--- src/rtl/noc_pkg.sv ---
// Shared constants and LFSR helpers for the multi-channel NoC sink.
package noc_pkg;

  localparam int unsigned TXN_CNT_W = 32;
  localparam int unsigned LFSR_W    = 16;
  localparam logic [LFSR_W-1:0] LFSR_POLY = 16'hB400;

  // One step of the 16-bit Galois LFSR (right shift, feedback from bit 0).
  function automatic logic [LFSR_W-1:0] lfsr_next(input logic [LFSR_W-1:0] cur);
    return cur[0] ? ((cur >> 1) ^ LFSR_POLY) : (cur >> 1);
  endfunction

  // Per-channel seed: base ^ channel, never the all-zero lock-up state.
  function automatic logic [LFSR_W-1:0] lfsr_seed(input logic [LFSR_W-1:0] base,
                                                  input int unsigned      ch);
    logic [LFSR_W-1:0] s;
    s = base ^ LFSR_W'(ch);
    return (s == '0) ? LFSR_W'(1) : s;
  endfunction

endpackage

--- src/rtl/noc_fifo.sv ---
// In-order channel FIFO with arbitrary depth; a full FIFO never accepts a push.
module noc_fifo #(
  parameter  int unsigned DATA_W = 64,
  parameter  int unsigned DEPTH  = 4,
  localparam int unsigned CNT_W  = $clog2(DEPTH + 1),
  localparam int unsigned PTR_W  = (DEPTH > 1) ? $clog2(DEPTH) : 1
) (
  input  logic              clk,
  input  logic              rst_n,
  input  logic              push,
  input  logic [DATA_W-1:0] push_data,
  input  logic              pop,
  output logic [DATA_W-1:0] head,
  output logic [CNT_W-1:0]  count,
  output logic              full,
  output logic              empty
);

  logic [DATA_W-1:0] mem_q [DEPTH];
  logic [DATA_W-1:0] mem_d [DEPTH];
  logic [PTR_W-1:0]  wr_ptr_q, wr_ptr_d;
  logic [PTR_W-1:0]  rd_ptr_q, rd_ptr_d;
  logic [CNT_W-1:0]  cnt_q, cnt_d;
  logic              do_push, do_pop;

  function automatic logic [PTR_W-1:0] ptr_inc(input logic [PTR_W-1:0] p);
    return (p == PTR_W'(DEPTH - 1)) ? '0 : p + PTR_W'(1);
  endfunction

  assign full    = (cnt_q == CNT_W'(DEPTH));
  assign empty   = (cnt_q == '0);
  assign count   = cnt_q;
  assign head    = mem_q[rd_ptr_q];
  assign do_push = push && !full;
  assign do_pop  = pop && !empty;

  // Next-state for storage, pointers and occupancy.
  always_comb begin
    mem_d    = mem_q;
    wr_ptr_d = wr_ptr_q;
    rd_ptr_d = rd_ptr_q;
    cnt_d    = cnt_q;
    if (do_push) begin
      mem_d[wr_ptr_q] = push_data;
      wr_ptr_d        = ptr_inc(wr_ptr_q);
    end
    if (do_pop) begin
      rd_ptr_d = ptr_inc(rd_ptr_q);
    end
    case ({do_push, do_pop})
      2'b10:   cnt_d = cnt_q + CNT_W'(1);
      2'b01:   cnt_d = cnt_q - CNT_W'(1);
      default: cnt_d = cnt_q;
    endcase
  end

  // State registers; reset discards any queued data.
  always_ff @(posedge clk or negedge rst_n) begin
    if (!rst_n) begin
      for (int unsigned i = 0; i < DEPTH; i++) mem_q[i] <= '0;
      wr_ptr_q <= '0;
      rd_ptr_q <= '0;
      cnt_q    <= '0;
    end else begin
      mem_q    <= mem_d;
      wr_ptr_q <= wr_ptr_d;
      rd_ptr_q <= rd_ptr_d;
      cnt_q    <= cnt_d;
    end
  end

endmodule

--- src/rtl/noc_rr_sink.sv ---
// Multi-channel NoC sink: per-channel FIFOs drained round-robin onto one stream,
// with per-channel accept counters, done flags and optional LFSR backpressure.
module noc_rr_sink
  import noc_pkg::*;
#(
  parameter  int unsigned CH_NB        = 4,
  parameter  int unsigned DATA_W       = 64,
  parameter  int unsigned FIFO_DEPTH   = 4,
  parameter  int unsigned TXN_NB       = 1000,
  parameter  int unsigned RANDOM_STALL = 0,
  parameter  logic [15:0] SEED         = 16'hACE1,
  localparam int unsigned SRC_W        = (CH_NB > 1) ? $clog2(CH_NB) : 1
) (
  input  logic                 clk,
  input  logic                 rst_n,
  input  logic [CH_NB-1:0]     in_vld,
  output logic [CH_NB-1:0]     in_rdy,
  input  logic [DATA_W-1:0]    in_data [CH_NB],
  output logic                 out_vld,
  input  logic                 out_rdy,
  output logic [DATA_W-1:0]    out_data,
  output logic [SRC_W-1:0]     out_src,
  output logic [TXN_CNT_W-1:0] txn_cnt [CH_NB],
  output logic [CH_NB-1:0]     ch_done,
  output logic                 all_done
);

  localparam int unsigned CNT_W = $clog2(FIFO_DEPTH + 1);

  logic [CH_NB-1:0]     fifo_empty, fifo_full, push, pop;
  logic [DATA_W-1:0]    fifo_head [CH_NB];
  logic [CNT_W-1:0]     fifo_cnt  [CH_NB];
  logic [LFSR_W-1:0]    lfsr_q [CH_NB], lfsr_d [CH_NB];
  logic [TXN_CNT_W-1:0] txn_cnt_q [CH_NB], txn_cnt_d [CH_NB];
  logic [CH_NB-1:0]     ch_done_q, ch_done_d;
  logic                 all_done_q, all_done_d;
  logic                 rdy_en_q, rdy_en_d;
  logic [SRC_W-1:0]     rr_ptr_q, rr_ptr_d;
  logic [SRC_W-1:0]     grant;
  logic                 any_vld, handshake;

  for (genvar g = 0; g < CH_NB; g++) begin : g_fifo
    noc_fifo #(.DATA_W(DATA_W), .DEPTH(FIFO_DEPTH)) u_fifo (
      .clk       (clk),
      .rst_n     (rst_n),
      .push      (push[g]),
      .push_data (in_data[g]),
      .pop       (pop[g]),
      .head      (fifo_head[g]),
      .count     (fifo_cnt[g]),
      .full      (fifo_full[g]),
      .empty     (fifo_empty[g])
    );
  end

  // Round-robin pick: first non-empty FIFO starting at rr_ptr.
  always_comb begin
    any_vld = 1'b0;
    grant   = '0;
    for (int unsigned k = 0; k < CH_NB; k++) begin
      if (!any_vld && !fifo_empty[(32'(rr_ptr_q) + k) % CH_NB]) begin
        any_vld = 1'b1;
        grant   = SRC_W'((32'(rr_ptr_q) + k) % CH_NB);
      end
    end
  end

  assign handshake = any_vld && out_rdy;
  assign out_vld   = any_vld;
  assign out_src   = any_vld ? grant : '0;
  assign out_data  = any_vld ? fifo_head[grant] : '0;
  assign txn_cnt   = txn_cnt_q;
  assign ch_done   = ch_done_q;
  assign all_done  = all_done_q;

  // Per-channel ready/accept, pop select, counters, done flags, LFSR and pointer update.
  always_comb begin
    in_rdy     = '0;
    push       = '0;
    pop        = '0;
    txn_cnt_d  = txn_cnt_q;
    ch_done_d  = ch_done_q;
    lfsr_d     = lfsr_q;
    rdy_en_d   = 1'b1;
    all_done_d = &ch_done_q;
    rr_ptr_d   = rr_ptr_q;
    for (int unsigned i = 0; i < CH_NB; i++) begin
      in_rdy[i] = rdy_en_q && (fifo_cnt[i] < CNT_W'(FIFO_DEPTH)) &&
                  ((RANDOM_STALL != 0) ? lfsr_q[i][0] : 1'b1);
      push[i]   = in_vld[i] && in_rdy[i];
      pop[i]    = handshake && (grant == SRC_W'(i));
      lfsr_d[i] = lfsr_next(lfsr_q[i]);
      if (push[i]) begin
        if (txn_cnt_q[i] != '1) txn_cnt_d[i] = txn_cnt_q[i] + TXN_CNT_W'(1);
        if (txn_cnt_q[i] == TXN_CNT_W'(TXN_NB - 1)) ch_done_d[i] = 1'b1;
      end
    end
    if (CH_NB == 1) begin
      rr_ptr_d = '0;
    end else if (handshake) begin
      rr_ptr_d = (grant == SRC_W'(CH_NB - 1)) ? '0 : grant + SRC_W'(1);
    end
  end

  // State registers; in_rdy stays low until the first edge after reset release.
  always_ff @(posedge clk or negedge rst_n) begin
    if (!rst_n) begin
      for (int unsigned i = 0; i < CH_NB; i++) begin
        lfsr_q[i]    <= lfsr_seed(SEED, i);
        txn_cnt_q[i] <= '0;
      end
      ch_done_q  <= '0;
      all_done_q <= 1'b0;
      rdy_en_q   <= 1'b0;
      rr_ptr_q   <= '0;
    end else begin
      lfsr_q     <= lfsr_d;
      txn_cnt_q  <= txn_cnt_d;
      ch_done_q  <= ch_done_d;
      all_done_q <= all_done_d;
      rdy_en_q   <= rdy_en_d;
      rr_ptr_q   <= rr_ptr_d;
    end
  end

`ifndef SYNTHESIS
  int unsigned rx_cnt_q [CH_NB];

  // Simulation log of every delivered word and sanity check on FIFO overflow.
  always_ff @(posedge clk or negedge rst_n) begin
    if (!rst_n) begin
      for (int unsigned i = 0; i < CH_NB; i++) rx_cnt_q[i] <= 0;
    end else begin
      assert ((push & fifo_full) == '0) else $error("noc_rr_sink: push into full fifo");
      if (handshake) begin
        $display("[cpu_%0d] NOC received 0x%0h (transaction %0d/%0d)",
                 out_src, out_data, rx_cnt_q[grant] + 1, TXN_NB);
        rx_cnt_q[grant] <= rx_cnt_q[grant] + 1;
      end
    end
  end
`endif

endmodule

--- config.mk ---
export PLATFORM = sky130hd
export DESIGN_NAME = noc_rr_sink
export DESIGN_NICKNAME = d
export VERILOG_FILES = /design/src/rtl/noc_pkg.sv /design/src/rtl/noc_fifo.sv /design/src/rtl/noc_rr_sink.sv
export SDC_FILE = /design/constraint.sdc
export NUM_CORES = 2
export LEC_CHECK = 0
export ABC_AREA = 1
export CAP_MARGIN = 20
export CORE_ASPECT_RATIO = 0.75
export CORE_UTILIZATION = 58
export CTS_CLUSTER_SIZE = 10
export DETAILED_ROUTE_END_ITERATION = 12
export PLACE_DENSITY = 0.8
export SYNTH_ARGS = -nofsm -noshare
export SYNTH_HDL_FRONTEND = slang
export SYNTH_SLANG_ARGS = --single-unit
--- constraint.sdc ---
create_clock -name clk -period 3.4 [get_ports clk]
set_input_delay 0.34 -clock clk [delete_from_list [all_inputs] [get_ports clk]]
set_output_delay 0.34 -clock clk [all_outputs]
set_load 0.01 [all_outputs]
**Word-level counts from Yosys, hierarchy flattened**

Cells that the tools add are included.

- Logic and storage cells: 241
- Input port bits: 263
- Bits in registers: 1188

- Equality and inequality tests: 31
- Mux-type cells: 58
- Bitwise gates (word level): 9
- Reductions and logical operators: 59
- Add/sub/neg operators: 24
- $lt $le $gt $ge: 21

Operators by type and width:

| kind | count |
|---|---|
| bitwise mux 256 bit | 4 |
| 2-to-1 mux 64 bit | 15 |
| binary-select mux 64 bit (select 2 bit) | 5 |
| demux 64 bit (select 2 bit) | 4 |
| adder 32 x 1 -> 32 bit, second input constant | 4 |
| == test 32 x 10 -> 1 bit, second input constant | 4 |
| inequality test 32 bit, second input constant | 4 |
| == test 2 bit, second input constant | 14 |
| logical AND 1 bit | 28 |
| 2-to-1 mux 2 bit | 14 |
| >= comparator 3 bit, second input constant | 9 |
| inverter 2 -> 3 bit | 9 |
| case mux 3 bit (2 select lines) | 4 |
| adder 2 x 1 -> 2 bit, second input constant | 10 |
| AND reduction 2 bit | 8 |
| zero test 1 bit | 13 |
| adder 3 x 1 -> 3 bit, second input constant | 4 |
| == test 3 bit, second input constant | 4 |
| zero test 3 bit | 4 |
| less-than comparator 2 x 3 -> 1 bit, second input constant | 4 |
| less-than comparator 3 x 1 -> 1 bit, second input constant | 4 |
| less-than comparator 3 bit, second input constant | 4 |
| subtractor 3 x 1 -> 3 bit, second input constant | 4 |
| == test 2 x 1 -> 1 bit, second input constant | 5 |
| 6 further kinds | 20 |

**Longest topological paths before layout**

- Word-level depth: 17
- Gate-level depth with buffers: 22
- Mapped depth without buffers: 20

**Cells and area by module**

From an unflattened synthesis, not the netlist that was laid out.

- Cells, all modules: 8538
- Area, all modules: 65043.6 um2

By module, submodules not included:

| module | cells each | area each (um2) | times used |
|---|---|---|---|
| noc_fifo | 1679 | 13351.6 | 4 |
| noc_rr_sink | 1822 | 11637.4 | 1 |

**Worst setup path before layout**

Ideal clock, no wire load.

- Kind: reg2reg
- Start point: register rr_ptr_q[0]
- End point: register g_fifo[3].u_fifo.cnt_q[2]
- Stages on the path, launching flop included: 23
- Data arrival time: 2.692 ns
- Data required time: 3.276 ns
- Period minus slack after synthesis: 2.816 ns
- Slack: 0.584 ns
- Cells stage by stage: dfrtp_1 > buf_6 > inv_4 > nand2_2 > nand2_4 > inv_2 > nand3_1 > nand2_1 > nor2_4 > nand3_2 > nand2_2 > nand2_4 > buf_6 > inv_1 > ha_1 > nand3_1 > inv_1 > ha_1 > inv_1 > fa_1 > a21oi_1 > o21ai_0 > xnor2_1

- Cells in the longest elaborated chain, start to end: 17
- Elaborated cells on any way between the ends: 35
- Those cells by class: 3 x add/sub; 3 x eq/ne; 17 x mux; 12 x reduce/logical

Ends and longest elaborated chain:

| element | RTL line | text |
|---|---|---|
| start: declaration | noc_rr_sink.sv:38 | `logic [SRC_W-1:0] rr_ptr_q, rr_ptr_d;` |
| start signal: assignment | noc_rr_sink.sv:122 | `rr_ptr_q <= rr_ptr_d;` |
| adder 2 x 1 -> 2 bit | noc_rr_sink.sv:61, noc_rr_sink.sv:63 |  |
| binary-select mux 1 bit (select 2 bit) | noc_rr_sink.sv:61 | `if (!any_vld && !fifo_empty[(32'(rr_ptr_q) + k) % CH_NB]) begin` |
| 2-to-1 mux 1 bit (implied by the code) | noc_rr_sink.sv:61 |  |
| zero test 1 bit | noc_rr_sink.sv:61 |  |
| logical AND 1 bit | noc_rr_sink.sv:61 |  |
| 2-to-1 mux 1 bit | noc_rr_sink.sv:61 |  |
| zero test 1 bit | noc_rr_sink.sv:61 |  |
| logical AND 1 bit | noc_rr_sink.sv:61 |  |
| [... 2 more ...] | n/a |  |
| logical AND 1 bit | noc_rr_sink.sv:61 |  |
| 2-to-1 mux 2 bit or 2-to-1 mux 1 bit (tied branches) | noc_rr_sink.sv:61 |  |
| == test 2 bit or logical AND 1 bit (tied branches) | noc_rr_sink.sv:91, noc_rr_sink.sv:68 |  |
| logical AND 1 bit * | noc_rr_sink.sv:91 | `pop[i] = handshake && (grant == SRC_W'(i));` |
| logical AND 1 bit * | noc_fifo.sv:35 | `assign do_pop = pop && !empty;` |
| named net g_fifo[3].u_fifo.do_pop | noc_fifo.sv:24 | `logic do_push, do_pop;` |
| == test 2 x 1 -> 1 bit or == test 2 bit (tied branches) | noc_fifo.sv:50 | `case ({do_push, do_pop})` |
| case mux 3 bit (2 select lines) or nonzero test 2 bit (tied branches) | n/a |  |
| end signal: assignment | noc_fifo.sv:68 | `cnt_q <= cnt_d;` |
| end: declaration | noc_fifo.sv:23 | `logic [CNT_W-1:0] cnt_q, cnt_d;` |

Mark *: on every way through the listed nets, which the timed path passes. The rest lies on a longest branch. The select of a mux whose other input is x is not followed.
A chain may end at the register's enable or synchronous reset.

**Final worst setup path**

- Start point: register rr_ptr_q[0]
- End point: output out_data[2]

- Cells in the longest elaborated chain, start to end: 17
- Elaborated cells on any way between the ends: 32
- Those cells by class: 3 x add/sub; 20 x mux; 1 x bitwise; 8 x reduce/logical

Ends and longest elaborated chain:

| element | RTL line | text |
|---|---|---|
| adder 2 x 1 -> 2 bit | noc_rr_sink.sv:61, noc_rr_sink.sv:63 |  |
| binary-select mux 1 bit (select 2 bit) | noc_rr_sink.sv:61 |  |
| 2-to-1 mux 1 bit (implied by the code) | noc_rr_sink.sv:61 |  |
| zero test 1 bit | noc_rr_sink.sv:61 |  |
| logical AND 1 bit | noc_rr_sink.sv:61 |  |
| 2-to-1 mux 1 bit | noc_rr_sink.sv:61 |  |
| zero test 1 bit | noc_rr_sink.sv:61 |  |
| logical AND 1 bit | noc_rr_sink.sv:61 |  |
| 2-to-1 mux 1 bit | noc_rr_sink.sv:61 |  |
| zero test 1 bit | noc_rr_sink.sv:61 |  |
| logical AND 1 bit | noc_rr_sink.sv:61 |  |
| 2-to-1 mux 2 bit | noc_rr_sink.sv:61 |  |
| inverter 2 -> 3 bit (implied by the code) | noc_rr_sink.sv:71 | `assign out_data = any_vld ? fifo_head[grant] : '0;` |
| binary-select mux 64 bit (select 2 bit) | noc_rr_sink.sv:71 |  |
| 2-to-1 mux 64 bit (implied by the code) (2 in a row) | noc_rr_sink.sv:71 |  |
| 2-to-1 mux 64 bit * | noc_rr_sink.sv:71 |  |
| end: declaration | noc_rr_sink.sv:21 | `output logic [DATA_W-1:0] out_data,` |

Mark *: on every way between the ends. The rest lies on a longest branch, timed or not. The select of a mux whose other input is x is not followed.

==> results by stage <==
Run status:
- The checks that failed: setup timing.
- The run finished, with violations left.

Run:
- Max-cap violations in this run came to 0.

Placed design:
- In this run the cell area measured after placement is 0.0619 mm^2.
- The count of buffers added on input and output ports is 466.
- The HPWL reported at the end of detailed placement is 120 mm.
- Timing analysis after detailed placement gives a worst setup slack of 0.108 ns.
- At the end of routability-driven placement, the weighted congestion stood at 0.971.
- The cell count after placement is 8224.

Yosys:
- By count the netlist is led by nand2_1 (1746), o21ai_0 (1452), dfrtp_1 (1188), nor2_1 (712), inv_1 (399).
- The number of distinct library cell variants in the gate-level netlist after synthesis is 40.
- The dominant synthesized flop cell is dfrtp_1.
- By area the synthesized netlist is led by dfrtp_1 (54%), o21ai_0 (13%), nand2_1 (12%).
- The average footprint of a synthesized cell is 8.12 um^2.
- The net count after synthesis is 7101.
- In this run, synthesis produced a sequential element count of 1188.
- The share of flip-flops with an asynchronous set or reset is 1.00.
- The share of synthesized area in the top cell type comes to 0.538.
- The number of enable-type register cells in the synthesized netlist is 0.
- Among all cell types in the netlist, the one instantiated most often is nand2_1.
- The combined area of all synthesized cells is 0.0553 mm^2.
- Of the synthesized area, sequential elements account for 0.538.
- The gate count after technology mapping is 6805.
- The number of warnings issued by yosys is 0.
- The cell taking the most area after synthesis is dfrtp_1.

Critical path:
- The maximum fanout encountered on the critical timing path is 21.
- Counting both buffers and inverters, the worst setup path holds a total of 5.
- The class of the most critical setup path is flop to output port.
- Data on the critical path is required at its endpoint by 3.06 ns.
- The worst setup path is launched from a flop.
- The category of cells accounting for the largest share of critical-path delay is simple AND/OR/NAND/NOR gates.
- The cell with the most instances on the worst path is nor2_4.
- Data on the critical path arrives at its endpoint at 3.25 ns.
- The slowest stage of the critical path is the dfrtp_2 cell.
- STA classifies the critical path endpoint as an output port.
- The critical path goes through clkinv_4 > nand3_2 > nand3_1 > nand2_2 > inv_2 > nand3_4 > buf_6 > nor2_4 > nor2_4 > buf_16 > nand3_1 > nand2_1 > nor2_4 > buf_6.
- In this design, the stage delay of the slowest critical-path cell is 0.47 ns.

Routing:
- The number of routed nets with antenna violations is 0.
- The first TritonRoute pass finished after 9 iterations.
- The mean number of vias per cell is 6.18.
- The total DRC errors in the routed layout is 0.
- The violation count after the first detailed-route iteration is 7573.
- Wires add up to 189 mm.
- Dividing the detail-routed wire length by the instance count gives 22.2 um.
- The routed layout has 52400 vias.

Global routing:
- For met2 alone, demand over resource in global routing was 0.533.
- For met3 alone, demand over resource in global routing was 0.101.
- The overall fraction of global-route tracks in use is 0.383.
- The initial antenna violation count is 22.
- The first global-routing pass estimated 284 mm of wire.
- The layer with the highest usage after global routing is met2.
- The global route total overflow is 0.
- For this run, global-route usage on met1 was measured as 0.526.
- Entering global routing, the biggest net connects 131 pins.
- The number of global-route vias before repair was 48700.

STA:
- The final worst setup slack is -0.195 ns.
- The worst hold slack across all endpoints is 0.181 ns.
- The maximum frequency from static timing analysis is 278 MHz.
- The post-route clock skew is 0.0190 ns.
- The final max-slew violation count is 0.
- Setup repair after global routing could not meet its margin everywhere.
- At the pin with the least slew margin, the transition time is 0.910 ns.
- The worst path in the final design needs a cycle of 3.59 ns, including I/O delays and setup.
- Of the available clock period, the critical path in the final layout requires 1.06.
- In this run the tightest slew margin relative to its limit is 0.388.
- The final-report hold violation count is 0.
- In the final timing run, aggregate negative setup slack is -8.74 ns.
- Setup violations remaining at the end of the flow were counted as 67.

Worst hold path:
- The type of the tightest min-delay check is primary input to asynchronous set/reset pin.

Finish:
- The filler-free cell count of the finished design is 8484.
- The layout has 7007 filler cells.
- The finished layout cell area is 0.0675 mm^2.
- The share of layout cells above drive strength 1 is 0.0936.
- After the last flow step, the layout net total stands at 7491.
- The layout-stage area growth over the synthesis result is 22.0%.

Floorplanning:
- The starting utilization of the core area is 0.588.
- The die is 358 um wide.
- The floorplan core area is 0.0939 mm^2.
- Pin placement for this block handled 467 I/O pins.
- The vertical die dimension is 269 um.
- The row count is 97.
- The floorplan step defined a die boundary enclosing 0.0966 mm^2.

Power:
- The portion of total power attributed to sequential cells is 0.308.
- The share of total power dissipated in the clock network is 0.170.
- The internal portion of the total power is 42.7 mW.
- Dividing total power by cell area gives a power density of 1150 mW/mm^2.
- The static leakage is 32.1 nW.
- The fraction of power spent switching nets is 0.449.
- The power share of the combinational group is 0.522.
- The switching power of the nets is 34.8 mW.
- The largest voltage drop on the vdd net is 0.00114 V.

Clocking:
- The number of CTS-inserted buffers is 138.
- The sink count of the clock tree is 1188.
- The clock passes through at most 3 buffers.
- The clock tree synthesis step divided the H-tree into 4 levels.
- The clock insertion delay at the later pin of the skew report is 0.76 ns.
- Clock-pin slew was measured on the worst setup and hold paths at 0.06 ns.
- TritonCTS built the clock tree.
- CTS placed an instance of clkbuf_16 at the clock tree root.
[power groups by stage]
stage	clock network, mW	registers, mW	logic, mW
floorplan	0	22.8	18.7
global placement	0	23.5	32.7
detailed placement	0	23.8	33.3
CTS	13.2	23.7	36.9
global route	13.8	24.5	42.5
finish	13.1	23.9	40.4
[registers in the layout (all words and copies together) (netlist names)]
signal                  flops
all_done                    1
ch_done                     4
g_fifo.u_fifo.count        12
g_fifo.u_fifo.mem_q      1024
g_fifo.u_fifo.rd_ptr_q      8
g_fifo.u_fifo.wr_ptr_q      8
rdy_en_q                    1
rr_ptr_q                    2
txn_cnt                   128
[worst register-to-register path, cell delays in order (launching register included)]
cell,delay [ns]
dfrtp_2,0.43
inv_2,0.13
nand2_2,0.12
nand2_8,0.13
inv_4,0.04
nand3_2,0.08
nand2_4,0.06
nor2_4,0.12
nand3_4,0.15
nand2_8,0.14
buf_4,0.14
nand2_4,0.13
inv_2,0.13
ha_1,0.16
nand3_1,0.09
inv_2,0.11
ha_1,0.16
inv_1,0.10
fa_1,0.42
a21oi_1,0.20
o21ai_1,0.12
xnor2_1,0.14
[cell type report]
type                            count  area, um^2  share of cell area
Timing Repair Buffer              709        7720               0.114
Multi-Input combinational cell   4752       23100               0.342
Sequential cell                  1188       29700               0.441
Clock inverter                     15         203             0.00300
Clock buffer                      155        3580              0.0531
Antenna cell                       22        55.1            0.000816
Tap cell                         1237        1550              0.0229
Inverter                          406        1550              0.0229
[final timing paths]
| check | endpoint | from | cells past startpoint | slack [ns] |
|---|---|---|---|---|
| hold / removal | txn_cnt[69] | rst_n | 2 | 0.18 |
| max in group asynchronous | g_fifo[1].u_fifo.mem_q[151] | rst_n | 3 | 2.03 |
| min in group clk | g_fifo[2].u_fifo.mem_q[114] | in_data[114] | 3 | 0.20 |
| setup / recovery | out_data[2] | rr_ptr_q[0] | 14 | -0.19 |
| setup reg to reg | g_fifo[3].u_fifo.count[2] | rr_ptr_q[1] | 21 | 0 |
| hold reg to reg | g_fifo[1].u_fifo.mem_q[239] | g_fifo[1].u_fifo.mem_q[239] | 2 | 0.48 |
[placed cells by master (no fill, tap or decap), drive strengths merged, types with 47 or more instances in the layout]
cell type      instances
o21ai               1453
clkbuf               160
buf                  290
dfrtp               1188
nor2                 717
o22ai                193
xor2                  90
nor3                  53
nand2               1755
a32o                  64
a21oi                 69
inv                  405
nand4                 47
clkdlybuf4s50        400
nand3                198
[layer usage]
layer  vias up  wire length (um)
li1      23200                 -
met1     25100             71400
met3       697             23200
met5         -                56
met2      3476             79700
met4         6             14300
[timing repair]
| item | in CTS | in global routing |
|---|---|---|
| pin swaps | 44 | 60 |
| buffers inserted | 34 | 13 |
| endpoints found under the hold margin | 37 | 0 |
| hold buffers | 1 | 0 |
| gates resized for setup | 383 | 125 |
| endpoints found under the setup margin | 67 | 72 |
| gates cloned | 23 | 6 |
[logic make-up (layout without fill, tap and decap cells)]
kind of cell | count (synthesis) | in the layout | share of synthesized area
other cells | 1 | 23 | 0.0000678
xor+xnor | 121 | 121 | 0.0192
buf+inv | 868 | 1285 | 0.0613
simple gates | 2810 | 2813 | 0.202
fa+ha+maj | 33 | 33 | 0.00801
flops | 1188 | 1188 | 0.538
compound gates | 1784 | 1784 | 0.172
[through the flow]
stage          power (mW)  utilization
2_1_floorplan        41.5            -
3_3_place_gp         56.2        0.659
3_5_place_dp         57.1        0.659
4_1_cts              73.8        0.711
5_1_grt              80.8        0.718
6_report             77.4        0.718
Power figures use the tool's default switching activity.
